[config.mk]
export PLATFORM = sky130hd
export DESIGN_NAME = score_frame_ctrl
export DESIGN_NICKNAME = d
export VERILOG_FILES = /design/src/rtl/score_ctrl_pkg.sv /design/src/rtl/vsync_edge_det.sv /design/src/rtl/score_frame_ctrl.sv
export SDC_FILE = /design/constraint.sdc
export NUM_CORES = 1
export LEC_CHECK = 0
export CAP_MARGIN = 0
export CORE_MARGIN = 5
export CORE_UTILIZATION = 40
export DETAILED_ROUTE_END_ITERATION = 8
export SLEW_MARGIN = 20
export SYNTH_ARGS = -nofsm -noshare
export SYNTH_HDL_FRONTEND = slang
export SYNTH_HIERARCHICAL = 1
export SYNTH_SLANG_ARGS = --single-unit
[constraint.sdc]
create_clock -name clk -period 2.8 [get_ports clk]
set_input_delay 0.28 -clock clk [delete_from_list [all_inputs] [get_ports clk]]
set_output_delay 0.28 -clock clk [all_outputs]
set_load 0.02 [all_outputs]
[src/rtl/score_ctrl_pkg.sv]
// Shared types, encodings and defaults for the frame-synchronous score controller.
package score_ctrl_pkg;

  localparam int unsigned SCORE_W = 4;
  localparam int unsigned PEND_W  = 2;

  localparam int unsigned WIN_SCORE_DEF   = 6;
  localparam int unsigned HOLD_FRAMES_DEF = 120;
  localparam int unsigned PEND_MAX_DEF    = 3;

  typedef enum logic [1:0] {
    ST_IDLE  = 2'd0,
    ST_ARMED = 2'd1,
    ST_WIN   = 2'd2
  } state_e;

  localparam logic [1:0] WINNER_NONE = 2'b00;
  localparam logic [1:0] WINNER_P0   = 2'b01;
  localparam logic [1:0] WINNER_P1   = 2'b10;

  // Increment a score but never past the winning value.
  function automatic logic [SCORE_W-1:0] score_sat_inc(input logic [SCORE_W-1:0] s,
                                                       input logic [SCORE_W-1:0] lim);
    return (s >= lim) ? lim : s + SCORE_W'(1);
  endfunction

endpackage

[src/rtl/vsync_edge_det.sv]
// Produces a one-cycle frame tick on each falling edge of the active-low vsync.
module vsync_edge_det (
  input  logic clk,
  input  logic rst_n,
  input  logic vsync,
  output logic frame_tick_c
);

  logic vsync_q;

  // Delayed vsync; resets high so reset release never looks like a falling edge.
  always_ff @(posedge clk or negedge rst_n) begin
    if (!rst_n) vsync_q <= 1'b1;
    else        vsync_q <= vsync;
  end

  assign frame_tick_c = vsync_q & ~vsync;

endmodule

[src/rtl/score_frame_ctrl.sv]
// Two-player score keeper that applies queued increments only at frame boundaries.
module score_frame_ctrl
  import score_ctrl_pkg::*;
#(
  parameter int unsigned WIN_SCORE   = WIN_SCORE_DEF,
  parameter int unsigned HOLD_FRAMES = HOLD_FRAMES_DEF,
  parameter int unsigned PEND_MAX    = PEND_MAX_DEF
) (
  input  logic               clk,
  input  logic               rst_n,
  input  logic               vsync,
  input  logic               inc0_req,
  input  logic               inc1_req,
  input  logic               clr_req,
  output logic [SCORE_W-1:0] score0,
  output logic [SCORE_W-1:0] score1,
  output logic [1:0]         winner,
  output logic               gnt0,
  output logic               gnt1,
  output logic               drop0,
  output logic               drop1
);

  localparam int unsigned HOLD_W = $clog2(HOLD_FRAMES) + 1;
  localparam logic [SCORE_W-1:0] WIN_LIM  = SCORE_W'(WIN_SCORE);
  localparam logic [PEND_W-1:0]  PEND_LIM = PEND_W'(PEND_MAX);
  localparam logic [HOLD_W-1:0]  HOLD_END = HOLD_W'(HOLD_FRAMES - 1);

  state_e             state_q, state_d;
  logic [SCORE_W-1:0] score0_q, score0_d, score1_q, score1_d;
  logic [1:0]         winner_q, winner_d;
  logic [PEND_W-1:0]  pend0_q, pend0_d, pend1_q, pend1_d;
  logic               rr_q, rr_d;
  logic               clear_pend_q, clear_pend_d;
  logic [HOLD_W-1:0]  cnt_q, cnt_d;
  logic               gnt0_q, gnt0_d, gnt1_q, gnt1_d;

  logic frame_tick;
  logic any_pend, both_pend, in_win;
  logic dec0, dec1, flush, pick1, win_hit;
  logic acc0, acc1;
  logic drop0_c, drop1_c;

  vsync_edge_det u_edge (
    .clk          (clk),
    .rst_n        (rst_n),
    .vsync        (vsync),
    .frame_tick_c (frame_tick)
  );

  assign any_pend  = (pend0_q != '0) || (pend1_q != '0);
  assign both_pend = (pend0_q != '0) && (pend1_q != '0);
  assign in_win    = (state_q == ST_WIN);

  // State, score and request-queue registers.
  always_ff @(posedge clk or negedge rst_n) begin
    if (!rst_n) begin
      state_q      <= ST_IDLE;
      score0_q     <= '0;
      score1_q     <= '0;
      winner_q     <= WINNER_NONE;
      pend0_q      <= '0;
      pend1_q      <= '0;
      rr_q         <= 1'b0;
      clear_pend_q <= 1'b0;
      cnt_q        <= '0;
      gnt0_q       <= 1'b0;
      gnt1_q       <= 1'b0;
    end else begin
      state_q      <= state_d;
      score0_q     <= score0_d;
      score1_q     <= score1_d;
      winner_q     <= winner_d;
      pend0_q      <= pend0_d;
      pend1_q      <= pend1_d;
      rr_q         <= rr_d;
      clear_pend_q <= clear_pend_d;
      cnt_q        <= cnt_d;
      gnt0_q       <= gnt0_d;
      gnt1_q       <= gnt1_d;
    end
  end

  // Next-state: frame-aligned clear, round-robin grant, win hold and pending queues.
  always_comb begin
    state_d      = state_q;
    score0_d     = score0_q;
    score1_d     = score1_q;
    winner_d     = winner_q;
    rr_d         = rr_q;
    cnt_d        = cnt_q;
    clear_pend_d = clear_pend_q | clr_req;
    gnt0_d       = 1'b0;
    gnt1_d       = 1'b0;
    dec0         = 1'b0;
    dec1         = 1'b0;
    flush        = 1'b0;
    pick1        = 1'b0;
    win_hit      = 1'b0;

    if (frame_tick && clear_pend_q) begin
      // A deferred clear beats any grant on the same tick.
      state_d      = ST_IDLE;
      score0_d     = '0;
      score1_d     = '0;
      winner_d     = WINNER_NONE;
      rr_d         = 1'b0;
      cnt_d        = '0;
      clear_pend_d = clr_req;
      flush        = 1'b1;
    end else begin
      case (state_q)
        ST_IDLE: begin
          if (any_pend) state_d = ST_ARMED;
        end
        ST_ARMED: begin
          if (frame_tick && any_pend) begin
            pick1 = both_pend ? rr_q : (pend1_q != '0);
            rr_d  = ~pick1;
            if (pick1) begin
              dec1     = 1'b1;
              gnt1_d   = 1'b1;
              score1_d = score_sat_inc(score1_q, WIN_LIM);
              if (score1_d == WIN_LIM) begin
                win_hit  = 1'b1;
                winner_d = WINNER_P1;
              end
            end else begin
              dec0     = 1'b1;
              gnt0_d   = 1'b1;
              score0_d = score_sat_inc(score0_q, WIN_LIM);
              if (score0_d == WIN_LIM) begin
                win_hit  = 1'b1;
                winner_d = WINNER_P0;
              end
            end
            if (win_hit) begin
              state_d = ST_WIN;
              cnt_d   = '0;
              flush   = 1'b1;
            end
          end else if (!any_pend) begin
            state_d = ST_IDLE;
          end
        end
        ST_WIN: begin
          if (frame_tick) begin
            if (cnt_q == HOLD_END) begin
              state_d  = ST_IDLE;
              score0_d = '0;
              score1_d = '0;
              winner_d = WINNER_NONE;
              rr_d     = 1'b0;
              cnt_d    = '0;
            end else begin
              cnt_d = cnt_q + HOLD_W'(1);
            end
          end
        end
        default: state_d = ST_IDLE;
      endcase
    end

    // A request is discarded in WIN, when its queue is flushed, or when full and not draining.
    drop0_c = inc0_req && (in_win || flush || ((pend0_q == PEND_LIM) && !dec0));
    drop1_c = inc1_req && (in_win || flush || ((pend1_q == PEND_LIM) && !dec1));
    acc0    = inc0_req && !drop0_c;
    acc1    = inc1_req && !drop1_c;

    if (flush)              pend0_d = '0;
    else if (acc0 && !dec0) pend0_d = pend0_q + PEND_W'(1);
    else if (dec0 && !acc0) pend0_d = pend0_q - PEND_W'(1);
    else                    pend0_d = pend0_q;

    if (flush)              pend1_d = '0;
    else if (acc1 && !dec1) pend1_d = pend1_q + PEND_W'(1);
    else if (dec1 && !acc1) pend1_d = pend1_q - PEND_W'(1);
    else                    pend1_d = pend1_q;
  end

  assign score0 = score0_q;
  assign score1 = score1_q;
  assign winner = winner_q;
  assign gnt0   = gnt0_q;
  assign gnt1   = gnt1_q;
  assign drop0  = drop0_c;
  assign drop1  = drop1_c;

endmodule

---- Yosys cells after proc, flatten, opt, wreduce, memory -nomap -nowiden ----
Cells that the tools add are included.
cells by class
  add/subtract/negate cells ............... 7
  multiply operators ...................... 0
  div/mod/pow operators ................... 0
  order comparisons ....................... 2
  eq/ne operators ......................... 18
  shift-type cells ........................ 0
  muxes and demuxes ....................... 63
  bitwise logic cells ..................... 4
  reductions and logical operators ........ 35
operators by type and width
  operator                                               number
  2-to-1 mux 4 bit                                       10
  2-to-1 mux 8 bit                                       5
  2-to-1 mux 2 bit                                       18
  2-to-1 mux 1 bit                                       24
  case mux 4 bit (2 select lines)                        2
  case mux 8 bit (2 select lines)                        1
  AND reduction 5 bit                                    3
  logical AND 1 bit                                      13
  inequality test 3 bit, second input constant           4
  inequality test 4 bit, second input constant           3
  nonzero test 3 bit                                     3
  adder 4 x 1 -> 4 bit, second input constant            2
  adder 8 x 1 -> 8 bit, second input constant            1
  == test 4 x 3 -> 1 bit, second input constant          2
  == test 8 x 7 -> 1 bit, second input constant          1
  >= comparator 4 x 3 -> 1 bit, second input constant    2
  AND reduction 4 bit                                    2
  == test 2 bit, second input constant                   3
  logical NOT 1 bit                                      6
  inequality test 3 x 2 -> 1 bit, second input constant  2
  case mux 2 bit (3 select lines)                        1
  AND reduction 6 bit                                    1
  adder 2 x 1 -> 2 bit, second input constant            2
  logical OR 1 bit                                       4
  other kinds (11)                                       14
word-level totals
  bits in registers ....................... 29
  latch bits .............................. 0
  RAM bits ................................ 0
  memory bits (read-only) ................. 0
  bits of input ports ..................... 6
  output and inout bits ................... 14
  logic and storage cells ................. 141
  memories kept ........................... 0

---- Depth between registers and ports, before layout ----
Gate-level depths: netlist of the first run.
  depth after elaboration ................. 22
  depth in mapped cells ................... 8
  mapped depth without buffers ............ 8

---- By module ----
The synthesis of the first run kept the hierarchy.
modules (own cells, without submodules)
  module            instances  cells an instance  area each (µm²)  sequential area each (µm²)
  score_frame_ctrl  1          179                1,672.9          700.7
  vsync_edge_det    1          2                  40.0             26.3

---- Worst setup path before layout of the first run ----
OpenSTA, ideal clock, no wires.
  kind .................................... register -> output
  start ................................... register score1_q[0], in the netlist score1[0]
  end ..................................... output drop0
  arrival time ............................ 1.958 ns
  required time ........................... 2.520 ns
  setup slack ............................. 0.562 ns
  cell stages (with the launch flop) ...... 9
  buffers on the path ..................... 0
  cells stage by stage .................... dfrtp_1 > inv_1 > ha_1 > o21a_1 > a311oi_2 > mux2i_4 > a31o_2 > a31oi_1 > nor2b_1
on the way
  longest elaborated chain between the ends .. 15
  elaborated cells between the ends (all ways) .. 16
  those cells by class .................... add/sub: 1; order compare: 1; eq/ne: 1; mux: 10; reduce/logical: 3
ends and longest elaborated chain
  what                                                                  RTL line                 source
  from (decl)                                                           score_frame_ctrl.sv:30   logic [SCORE_W-1:0] score0_q, score0_d, score1_q, score1_d;
  from (signal assigned)                                                score_frame_ctrl.sv:72   score1_q <= score1_d;
  adder 4 x 1 -> 4 bit or >= comparator 4 x 3 -> 1 bit (tied branches)  score_ctrl_pkg.sv:24     return (s >= lim) ? lim : s + SCORE_W'(1);
  2-to-1 mux 4 bit *                                                    score_ctrl_pkg.sv:24
  == test 4 x 3 -> 1 bit *                                              score_frame_ctrl.sv:124  if (score1_d == WIN_LIM) begin
  2-to-1 mux 1 bit *                                                    score_frame_ctrl.sv:124
  2-to-1 mux 1 bit *                                                    score_frame_ctrl.sv:120  if (pick1) begin
  2-to-1 mux 1 bit *                                                    score_frame_ctrl.sv:117  if (frame_tick && any_pend) begin
  2-to-1 mux 1 bit *                                                    score_frame_ctrl.sv:112  case (state_q)
  2-to-1 mux 1 bit *                                                    score_frame_ctrl.sv:101  if (frame_tick && clear_pend_q) begin
  2-to-1 mux 1 bit *                                                    score_frame_ctrl.sv:137  if (win_hit) begin
  2-to-1 mux 1 bit *                                                    score_frame_ctrl.sv:117
  2-to-1 mux 1 bit *                                                    score_frame_ctrl.sv:112
  2-to-1 mux 1 bit *                                                    score_frame_ctrl.sv:101
  logical OR 1 bit * (2 in series)                                      score_frame_ctrl.sv:165  drop0_c = inc0_req && (in_win || flush || ((pend0_q == PEND_LIM) && !dec0));
  logical AND 1 bit *                                                   score_frame_ctrl.sv:165
  to (decl)                                                             score_frame_ctrl.sv:20   output logic drop0,
Every way passes the cells marked *; elsewhere a longest branch is shown, timed or not. The select of a mux whose other input is x is not followed.

---- Worst setup path in the final report of the first run ----
  start ................................... register score0_q[0], in the netlist score0[0]
  end ..................................... output drop0
on the way
  longest elaborated chain between the ends .. 15
  elaborated cells between the ends (all ways) .. 16
  those cells by class .................... add/sub: 1; order compare: 1; eq/ne: 1; mux: 10; reduce/logical: 3
ends and longest elaborated chain
  what                                                                  RTL line                 source
  from (decl)                                                           score_frame_ctrl.sv:30
  from (signal assigned)                                                score_frame_ctrl.sv:71   score0_q <= score0_d;
  adder 4 x 1 -> 4 bit or >= comparator 4 x 3 -> 1 bit (tied branches)  score_ctrl_pkg.sv:24
  2-to-1 mux 4 bit *                                                    score_ctrl_pkg.sv:24
  == test 4 x 3 -> 1 bit *                                              score_frame_ctrl.sv:132  if (score0_d == WIN_LIM) begin
  2-to-1 mux 1 bit *                                                    score_frame_ctrl.sv:132
  2-to-1 mux 1 bit *                                                    score_frame_ctrl.sv:120
  2-to-1 mux 1 bit *                                                    score_frame_ctrl.sv:117
  2-to-1 mux 1 bit *                                                    score_frame_ctrl.sv:112
  2-to-1 mux 1 bit *                                                    score_frame_ctrl.sv:101
  2-to-1 mux 1 bit *                                                    score_frame_ctrl.sv:137
  2-to-1 mux 1 bit *                                                    score_frame_ctrl.sv:117
  2-to-1 mux 1 bit *                                                    score_frame_ctrl.sv:112
  2-to-1 mux 1 bit *                                                    score_frame_ctrl.sv:101
  logical OR 1 bit * (2 in series)                                      score_frame_ctrl.sv:165
  logical AND 1 bit *                                                   score_frame_ctrl.sv:165
Marked as above.

==> results.ini, run 1 <==
[critical_path]
slowest_stage=dfrtp_2
cp-end-kind=output port
crit_path_cell_trace=ha_1, xor2_1, a311oi_2, mux2i_4, a31o_2, a31oi_1, nor2b_1, dlygate4sd2_1
max_stage_delay_ns=0.43
timing.critical_path.fanout_max=5
crit_type=register to output port
timing.critical_path.arrival_ns=2.39
worst-endpoint-required_ns=2.52
startpoint_type=register

[synthesis]
post_synth_main_area_contributors=dfrtp_1 41%, o21ai_0 4.7%, ha_1 3.7%
synth_simple_gate_area_frac=0.207
ys_seq_area_frac=0.424
post_synth_xor_area_fraction=0.0153
synthesized_area_fraction_occupied_by_ao_oa_aoi_and_oai_cells=0.264
synth_top_area_frac=0.409
library_cell_occupying_the_most_area_in_the_post_synthesis_netlist=dfrtp_1
ys_seq_elements=29
synthesis.area_per_instance_um2=9.46
synth_edf_count=0
async_flop_share=1.00
yosys.cell_types.count=53
synth_adder_area_share=0.0365
post_synth_mux_area_share=0.0190
most_used_flip_flop_cell_after_synthesis=dfrtp_1
synthesis.area_um2=1710
dominant_combinational_cell_family_by_area_after_synthesis=compound AO/OA/AOI/OAI gates
nets_in_the_synthesized_netlist=192
yosysWarnings=6
synthesis.instances=181

[detailed_routing]
detail_route.drc_violations=0
wl_per_cell_um=14.5
drtAntennaViolNets=0
vias_per_cell=5.61
postRouteWirelength_mm=3.85
detail_route.first_pass.iterations=4
detailroute.via_count=1487
drt_iter0_markers=65

[pwr]
static-leakage-power_nw=0.919
cell_int_power_mw=1.15
power_switching_mw=0.786
sw_frac_of_total=0.407
power.clock.fraction=0.197
ir_worst_vdd_mv=0.528
power_share_of_the_sequential_group=0.337
power_per_cell_area_nw_per_um2=908
share_comb_of_total_power=0.466

[placement]
place_inst=255
place_hpwl_mm=2.83
gp_routability_congestion=0.795
placement.io_buffers=19

[final_layout]
drive_above_1_share=0.181
area.growth.synth_to_final_pct=24.1
layout.nets=225
fillers=362
antenna-diode-count=0
utilization=0.520
finish.cell_count_without_fillers=265

[status]
outcome=finished clean

[floorplan]
fp.coreArea_um2=4090
pin_count=20
die_x_um=75.4
die_h_um=75.4
core.rowCount=23
design.die.area_um2=5690
start_util=0.419

[global_route]
global_route.usage.met2=0.257
grt_pass1_vias=1530
groute.layer.met1.usage=0.185
groute.usage.overall=0.154
grt_first_pass_wirelength_mm=6.68
grt_util_met3=0.0343
grt_max_degree=30
grt-ovfl-total=0
busiest_layer=met2
grt_antenna_before_repair=0

[clock_tree]
cts.sink_count=29
worst_path_clk_slew_ns=0.07
cts_buffer_count=5
ctsRootBufferMaster=clkbuf_8
clk-insertion-delay-late_ns=0.28
ctsLongestPathBuffers=2
cts_tree=yes
cts.hold.buffers_added=0
h-tree-depth=2

[timing]
post-route-period-util=0.953
tightest_slew_ns=0.647
setup_tns_ns=0
max-slew-margin-rel=0.564
timing.final.max_slew_violations=0
finalHoldViolations=0
post_layout_min_period_ns=2.67
highest_clock_rate_ghz=0.375
rsz0062_at_grt=no
clock-skew-final_ns=0.00728
timing.final.setup_violations=0

[flow_run]
max_cap_check_violation_count=0

[worst_hold_path]
worstHoldPathType=input pin to async pin

-- Yosys cell counts (all sizes together) (2+ instances only) --
library cell  number
a211oi             4
a21o               5
a21oi              7
a311oi             2
a31o               2
a31oi              7
and2               2
buf                2
dfrtp             28
ha                 5
inv               11
mux2i              2
nand2             15
nand2b             7
nand3              4
nor2              17
nor2b              5
nor3               7
nor4               2
nor4b              2
o21a               2
o21ai             18
o22a               2
o31ai              3
o32a               2
or4                3
xor2               2
-- path summary, 6_finish.rpt --
| path | startpoint | endpoint | slack, ns | cells past startpoint |
|---|---|---|---|---|
| worst max register to register | pend0_q[1]$_DFFE_PN0P_ | score1[0]$_DFFE_PN0P_ | 0.40 | 6 |
| max in group asynchronous | rst_n | u_edge/vsync_q$_DFF_PN1_ | 2.10 | 2 |
| worst min-delay path | rst_n | gnt0$_DFF_PN0_ | 0.38 | 2 |
| worst max-delay path | score0[0]$_DFFE_PN0P_ | drop0 | 0.13 | 8 |
| min in group clk | winner[0]$_DFFE_PN0P_ | winner[0]$_DFFE_PN0P_ | 0.48 | 2 |
| worst min register to register | winner[0]$_DFFE_PN0P_ | winner[0]$_DFFE_PN0P_ | 0.48 | 2 |
-- metrics by stage --
step | power [mW] | worst slack (ns) | hold WS [ns] | instance area, um^2
CTS | 1.93 | 0.0678 | 0.404 | 2110
global route | 2.08 | 0.0101 | 0.425 | 2130
global placement | 1.51 | 0.0305 | 0.467 | 2010
finish | 1.93 | 0.130 | 0.381 | 2130
detailed placement | 1.55 | 0.000738 | 0.469 | 2010
floorplan | 1.23 | 0.562 | -0.0156 | 1710
-- metal layers --
metal,up-vias,routed length (um)
met3,10,159
met5,-,0
met1,708,1750
met2,31,1860
met4,0,88
li1,738,-
-- power groups by stage --
stage	Combinational, mW	Clock, mW	Sequential (mW)
after floorplan	0.533	0	0.696
after global placement	0.862	0	0.652
after detailed placement	0.888	0	0.658
after CTS	0.885	0.394	0.652
after global routing	0.995	0.409	0.673
final	0.901	0.380	0.651
-- sequential cells by signal, indices dropped and copies added, names as in the netlist --
signal and count:
pend1_q 2, winner 2, gnt1 1, clear_pend_q 1
rr_q 1, state_q 2, pend0_q 2, score1 4
cnt_q 8, u_edge/vsync_q 1, gnt0 1, score0 4
-- cells in the final DEF, fill, tap and decap left out, types with 2 or more instances in the layout --
master           netlist  routed
or4_1                  2       2
o21ai_1                2       2
clkdlybuf4s50_1        0      17
o32a_1                 2       2
a31oi_1                6       6
dfrtp_1               28      26
nand2b_1               6       6
nand2_1               15      15
a31o_2                 2       2
o31ai_1                3       3
nand3_1                4       4
buf_4                  1      10
xor2_1                 2       2
inv_2                  2       2
o21ai_0               16      16
ha_1                   5       5
dlygate4sd2_1          0       2
a21o_1                 4       4
a211oi_1               3       3
nor2b_1                4       4
nor4b_1                2       2
a311oi_2               2       2
inv_1                  9       9
a21oi_1                7       7
nor3_1                 7       7
clkbuf_8               0       7
o21a_1                 2       2
and2_1                 2       2
nor2_1                16      16
dfrtp_2                0       2
-- kinds of logic after synthesis --
group                      after synthesis
AOI/OAI and AO/OA                       62
buffers and inverters                   14
DFF                                     29
and+or+nand+nor                         66
xor gates and xnor gates                 3
adders and majority gates                5
muxes                                    2
-- worst max-delay path: cells and delay by family (launching register included) --
kind | cells | cell delay [ns]
buf+inv | 1 | 0.31
simple gates | 1 | 0.06
xor+xnor | 1 | 0.16
mux | 1 | 0.12
flops | 1 | 0.43
compound gates | 3 | 0.77
fa+ha+maj | 1 | 0.25
-- what timing repair did --
item,4_1_cts,5_1_grt
pin swaps,0,2
setup buffers,0,2
resized for setup,3,1
endpoints found under the setup margin,2,2
cloned,0,0
-- cell type report --
| cell class | instances | area, um^2 | share of cell area |
|---|---|---|---|
| clock inverters | 1 | 5.00 | 0.00235 |
| repair buffers | 29 | 263 | 0.124 |
| flip-flops and latches | 29 | 729 | 0.343 |
| inverters | 11 | 41.3 | 0.0194 |
| clock buffers | 7 | 96.3 | 0.0453 |
| multi-input cells | 138 | 928 | 0.437 |
| well taps | 50 | 62.6 | 0.0294 |
(Power assumes the default switching activity.)
==> run 2: changes to the inputs <==
--- a/config.mk
+++ b/config.mk
@@ -6,6 +6,7 @@
 export NUM_CORES = 1
 export LEC_CHECK = 0
 export CAP_MARGIN = 0
+export CORE_ASPECT_RATIO = 0.7
 export CORE_MARGIN = 5
 export CORE_UTILIZATION = 40
 export DETAILED_ROUTE_END_ITERATION = 8
==> run 2 against run 1 <==
Sequential share of layout area rose by 0.081 points. Largest cell class unchanged. Routed wire length up 4.5%. Die area rose by 0.36%. Combinational power grew 0.8%. Worst setup slack worse by 0.043 ns. Highest routed layer unchanged.
==> results.ini, run 2 (synthesized netlist as in run 1, its figures left out) <==
[critical_path]
rr_startpoint=score0[0]$_DFFE_PN0P_
r2r.worst_path.cells=9
timing.critical_path.fanout_max=5
cp-end-kind=output port
timing.critical_path.arrival_ns=2.43
startpoint_type=register
timing.reg2reg.setup_slack_ns=0.40
reg2reg_to=cnt_q[1]$_DFFE_PN0P_
worst-endpoint-required_ns=2.52
crit_type=register to output port

[clock_tree]
cts.hold.buffers_added=0
cts_buffer_count=5
ctsLongestPathBuffers=2
clk-insertion-delay-late_ns=0.28
cts_tree=yes
ctsRootBufferMaster=clkbuf_8
h-tree-depth=2
cts.sink_count=29
worst_path_clk_slew_ns=0.07

[final_layout]
largest_register=cnt_q
finish.cell_count_without_fillers=268
top_library_cells_by_usage_in_the_layout_fill_and_taps_aside=26 x dfrtp_1, 17 x clkdlybuf4s50_1, 16 x nor2_1, 16 x o21ai_0, 15 x nand2_1
drive_above_1_share=0.185
area.growth.synth_to_final_pct=23.8
largest_register_ffs=8
multi_input_comb_area_um2=931
area.sequential_um2=729
layout_commonest_cell=dfrtp_1
fillers=364
layout.nets=226
antenna-diode-count=0

[timing]
timing.final.max_slew_violations=0
tightest_slew_ns=0.598
post_layout_min_period_ns=2.71
clock-skew-final_ns=0.00559
finalHoldViolations=0
highest_clock_rate_ghz=0.369
timing.final.setup_violations=0
rsz0062_at_grt=no
post-route-period-util=0.969
setup_tns_ns=0
max-slew-margin-rel=0.597

[floorplan]
fp.coreArea_um2=4020
start_util=0.426
design.die.area_um2=5710
die_h_um=64.8
core.rowCount=19
pin_count=20
die_x_um=88.2

[detailed_routing]
met2WireLength_mm=1.74
postRouteWirelength_mm=4.03
drt_iter0_markers=97
vias_per_cell=5.52
met3_wire_len_um=174
top_layer=met4
detailroute.via_count=1480
drtAntennaViolNets=0
detail_route.first_pass.iterations=4
wl_per_cell_um=15.0
wire_length_on_met1_mm=2.07
detail_route.drc_violations=0

[worst_hold_path]
worstHoldPathType=input pin to async pin

[flow_run]
max_cap_check_violation_count=0

[global_route]
grt_pass1_vias=1461
grt-ovfl-total=0
grt_max_degree=30
groute.usage.overall=0.154
grt_antenna_before_repair=0
grt_first_pass_wirelength_mm=6.86

[placement]
gp_routability_congestion=0.802
placement.io_buffers=19
place_hpwl_mm=2.95
place_inst=259

[pwr]
ir_worst_vdd_mv=0.405
static-leakage-power_nw=0.908
power_per_cell_area_nw_per_um2=895

[status]
outcome=finished clean

run 2: changes by cell type in the layout (fill, tap and decap cells not counted), sizes merged:
cell           change
clkinv             +1
clkdlybuf4s15      +1
buf                +1
clkbuf             -1
dlygate4sd2        -1
run 2: routing by layer:
layer	track usage	vias up
li1	-	735
met1	0.224	706
met2	0.226	30
met3	0.0430	9
met4	0.0415	0
met5	0	-
run 2: metrics by stage:
stage	setup WS (ns)	area (um^2)	hold slack (ns)	power (mW)	utilization
6_report	0.0869	2120	0.392	1.90	0.528
5_1_grt	0.0126	2120	0.437	2.03	0.528
4_1_cts	0.0524	2110	0.409	1.89	0.525
3_5_place_dp	-0.0146	2030	0.466	1.56	0.505
3_3_place_gp	-0.00371	2030	0.474	1.53	0.505
2_1_floorplan	0.562	1710	-0.0156	1.23	-
run 2: worst max-delay path: stages, from the launching register on:
cell           delay (ns)
dfrtp_2              0.40
inv_1                0.06
ha_1                 0.19
o21a_1               0.20
a311oi_2             0.37
mux2i_4              0.11
a31o_2               0.28
a31oi_1              0.15
nor2b_1              0.07
dlygate4sd2_1        0.32
run 2: final cells by class:
cell class / count / area share
clock buffer: 6 / 0.0342
timing repair buffer: 30 / 0.128
multi-input combinational: 138 / 0.439
clock inverter: 2 / 0.00472
sequential: 29 / 0.344
inverter: 11 / 0.0195
tap: 52 / 0.0307
run 2: where the power goes:
part / switching, mW / total, mW / internal [mW]
logic: 0.510 / 0.908 / 0.398
registers: 0.134 / 0.657 / 0.523
clock network: 0.160 / 0.332 / 0.172
run 2: what timing repair did:
action	4_1_cts	5_1_grt
pin swaps	1	1
buffers inserted	0	1
setup endpoints to repair	2	2
gates resized for setup	3	3
run 2: worst max path at each step:
stage	slack (ns)	cells past startpoint	end	startpoint
5_1_grt	0.01	9	drop0	score0[0]$_DFFE_PN0P_
2_1_floorplan	0.56	8	drop0	score1[0]$_DFFE_PN0P_
3_5_place_dp	-0.01	8	drop1	vsync
3_3_place_gp	-0.004	8	drop1	vsync
6_report	0.09	9	drop1	score0[0]$_DFFE_PN0P_
4_1_cts	0.05	9	drop0	score0[0]$_DFFE_PN0P_
